File: config.mk
export PLATFORM = sky130hd
export DESIGN_NAME = elevator_door_timer
export DESIGN_NICKNAME = d
export VERILOG_FILES = /design/src/rtl/elevator_door_timer.sv
export SDC_FILE = /design/constraint.sdc
export NUM_CORES = 1
export LEC_CHECK = 0
export CAP_MARGIN = 20
export CORE_MARGIN = 2
export CORE_UTILIZATION = 51
export CTS_CLUSTER_SIZE = 24
export DETAILED_ROUTE_END_ITERATION = 10
export PLACE_DENSITY = 0.84
export SLEW_MARGIN = 25
export SYNTH_ARGS = -nofsm -noshare
export SYNTH_HDL_FRONTEND = slang
export SYNTH_SLANG_ARGS = --single-unit
export TNS_END_PERCENT = 100
File: constraint.sdc
create_clock -name clk_i -period 1.8 [get_ports clk_i]
set_input_delay 0.36 -clock clk_i [delete_from_list [all_inputs] [get_ports clk_i]]
set_output_delay 0.36 -clock clk_i [all_outputs]
set_load 0.02 [all_outputs]
File: src/rtl/elevator_door_timer.sv
// Door-open timer for the elevator FSM counter_init/counter_done handshake.
// Obstruction rising edges restart the period a bounded number of times per init.
module elevator_door_timer #(
  parameter int unsigned PRESCALE   = 4,
  parameter int unsigned DOOR_TICKS = 8,
  parameter int unsigned MAX_EXTEND = 2,
  localparam int unsigned EW        = $clog2(MAX_EXTEND + 1)
) (
  input  logic          clk_i,
  input  logic          rst_i,
  input  logic          counter_init_i,
  input  logic          obstruct_i,
  output logic          counter_done_o,
  output logic          busy_o,
  output logic [EW-1:0] extend_cnt_o,
  output logic          fault_o
);

  localparam int unsigned PW = $clog2(PRESCALE + 1);
  localparam int unsigned TW = $clog2(DOOR_TICKS + 1);

  typedef enum logic [1:0] {
    IDLE = 2'd0,
    RUN  = 2'd1,
    DONE = 2'd2
  } state_t;

  state_t        state_q, state_d;
  logic [PW-1:0] pre_q, pre_d;
  logic [TW-1:0] tick_q, tick_d;
  logic [EW-1:0] ext_q, ext_d;
  logic          fault_d;
  logic          busy_d;
  logic          done_d;
  logic          obs_q;
  logic          obs_rise;

  assign obs_rise = obstruct_i & ~obs_q;

  // Next-state, counters and registered-output precursors
  always_comb begin
    state_d = state_q;
    pre_d   = pre_q;
    tick_d  = tick_q;
    ext_d   = ext_q;
    fault_d = fault_o;

    if (counter_init_i) begin
      state_d = RUN;
      pre_d   = PW'(PRESCALE - 1);
      tick_d  = TW'(DOOR_TICKS - 1);
      ext_d   = '0;
      fault_d = 1'b0;
    end else begin
      case (state_q)
        RUN: begin
          if (obs_rise && (ext_q < EW'(MAX_EXTEND))) begin
            pre_d  = PW'(PRESCALE - 1);
            tick_d = TW'(DOOR_TICKS - 1);
            ext_d  = ext_q + EW'(1);
          end else begin
            // Obstruction with no restarts left is flagged but does not stall the period
            if (obs_rise) begin
              fault_d = 1'b1;
            end
            if (pre_q != '0) begin
              pre_d = pre_q - PW'(1);
            end else if (tick_q != '0) begin
              pre_d  = PW'(PRESCALE - 1);
              tick_d = tick_q - TW'(1);
            end else begin
              state_d = DONE;
            end
          end
        end
        default: begin
        end
      endcase
    end

    busy_d = (state_d == RUN);
    done_d = (state_d == DONE);
  end

  // State and output registers
  always_ff @(posedge clk_i) begin
    if (rst_i) begin
      state_q        <= IDLE;
      pre_q          <= '0;
      tick_q         <= '0;
      ext_q          <= '0;
      obs_q          <= 1'b0;
      fault_o        <= 1'b0;
      busy_o         <= 1'b0;
      counter_done_o <= 1'b0;
    end else begin
      state_q        <= state_d;
      pre_q          <= pre_d;
      tick_q         <= tick_d;
      ext_q          <= ext_d;
      obs_q          <= obstruct_i;
      fault_o        <= fault_d;
      busy_o         <= busy_d;
      counter_done_o <= done_d;
    end
  end

  assign extend_cnt_o = ext_q;

endmodule
==> out/metrics.cfg <==
[routing]
drc = 0
avgRoutedWirePerCell_um = 13.1
first_pass_iters = 4
vias_per_cell = 5.81
drtIter0Drc = 12
ant_nets = 0
vias = 633
drt_wl_total_um = 1430

[sta]
finalCritPeriodShare_pct = 95.4
tightest_slew_ps = 411
max_freq_ghz = 0.583
max_slew_margin_pct = 72.4
hold_viol = 0
finalMaxSlewViolations = 0
rsz0062_at_grt = no
tns_ps = 0
layout_min_cycle_time_ps = 1720
fin_skew_ps = 2.03
finalSetupViolations = 0
timing.hold.ws_ps = 489
fin_ws_ps = 83.6

[clocking]
cts_hold_buf = 0
tritoncts = yes
cts.clk_slew.worst_paths_ps = 90
cts-root-buf = clkbuf_4
cts-htree-levels = 1
clock_latency_ps = 290
cts-buffers-inserted = 3
clkSinkCount = 15
ctsResizeCount = 0
post_cts_buffers = 0
cts_buffer_depth = 2

[synth]
synth.distinct_cells = 26
synth_area_sq_um = 719
synthArstFlopShare_pct = 0
ys.flop_type = dfxtp_1
yosysSeqAreaShare_pct = 41.7
syn_avg_cell_area_sq_um = 8.88
synth_edf_count = 0
synthCells = 81
synth-seq-cells = 15
synth_nets = 88
yosysWarningCount = 0

[floorplanning]
die-area_sq_um = 1730
rows = 13
start_util_pct = 54.6
design.core.area_sq_um = 1320
die_x_um = 41.6
ios = 9
die_y_um = 41.6

[placed_design]
place_area_sq_um = 837
gp_congestion = 0.845
port_buffers = 8
dpl.cell_count = 105
place_ws_ps = -96.8
hpwl_um = 1070

[power_and_ir_drop]
p_seq_share_pct = 53.4
p_sw_uw = 189
finalPower_uw = 676
p_leak_nw = 0.338
powerDensity_nw_per_um2 = 783
comb_power_share_pct = 17.6
power.internal_uw = 488
power_switching_share_pct = 27.9
p_clk_share_pct = 29.1
peakVddDrop_mv = 0.440

[grt]
grt_pass1_wl_um = 2290
antenna_found_initial = 0
grt_pass1_vias = 546
grt_use_total_pct = 17.3
overflow = 0
grt_max_degree = 10

[min_path]
min_path_type = reg2reg
min_path_cells = 2
worst_hold_startpoint = tick_q[1]

[critical_path]
path_max_fanout = 4
critPathCaptureType = output pin
path_buf_inv = 1
cp.depth = 1
cp_cell_sequence = clkdlybuf4s50_1
critical_path_required_ps = 1440
start_kind = register
worstPathArrival_ps = 1360
startpoint = extend_cnt_o[1]
critPathTopFamily = buffers and inverters
r2r_cells = 6
crit_type = reg2out
cpMaxStageDelayCell = clkdlybuf4s50_1
critPathMaxStageDelay_ps = 640
worstReg2RegStart = pre_q[0]

[finish]
final_cell_mix = dfxtp_1 (15), nor2_1 (10), clkdlybuf4s50_1 (8), inv_1 (7)
antenna_cells = 0
final_common_cell = dfxtp_1
fin_nets = 102
syn_to_final_growth_pct = 20.0
drive_gt1_share_pct = 13.8
fin_cells = 109
finish.utilization_pct = 65.5
design_area_sq_um = 863

[outcome]
outcome = completed

[job]
maxCapViolations = 0

-- synth_stat cells (2+ instances only) --
library cell	n	area, sq um
a211oi_1	2	15.0
dfxtp_1	15	300
nor2_1	10	37.5
a41oi_1	2	17.5
nor3_1	5	25.0
nand2_1	3	11.3
inv_1	7	26.3
nor2b_1	3	18.8
nand2b_1	3	18.8
a31oi_1	4	25.0
ha_1	3	37.5
a21oi_1	5	25.0
o21ai_0	4	20.0
clkbuf_1	3	11.3
-- metal layers --
layer	GRT usage [%]	vias up	wire (um)
met5	0	-	0
met1	22.5	299	689
met3	3.04	5	57
li1	-	317	-
met2	25.9	12	647
met4	11.6	0	34
-- sequential cells by signal, indices dropped and copies added (netlist names) --
signal and flops:
tick_q 4, pre_q 3, extend_cnt_o 2, state_q 2, busy_o 1, counter_done_o 1, fault_o 1, obs_q 1
-- power groups by stage --
stage / Sequential (mW) / Clock, mW / Combinational (mW)
CTS: 0.361 / 0.203 / 0.119
global placement: 0.368 / 0 / 0.115
floorplan: 0.369 / 0 / 0.0781
global route: 0.363 / 0.213 / 0.133
detailed placement: 0.369 / 0 / 0.118
finish: 0.361 / 0.197 / 0.119
-- cells by family after synthesis --
kind of cell	Yosys count	share of synthesized area (%)
compound gates	23	22.4
simple gates	29	24.2
flops	15	41.7
fa+ha+maj	3	5.22
xor+xnor	1	1.22
buf+inv	10	5.22
-- layout make-up --
cell class              instances  area, sq um
repair buffers                 12          110
multi-input cells              56          382
inverters                       7         26.3
well taps                      15         18.8
flip-flops and latches         15          300
fillers                       108          454
clock buffers                   4         26.3
-- path summary, 6_finish.rpt --
path	endpoint	slack (ps)
setup / recovery	extend_cnt_o[1]	80
hold reg to reg	tick_q[1]	490
setup reg to reg	pre_q[0]	140
hold / removal	tick_q[1]	490
Power figures use the tool's default switching activity.
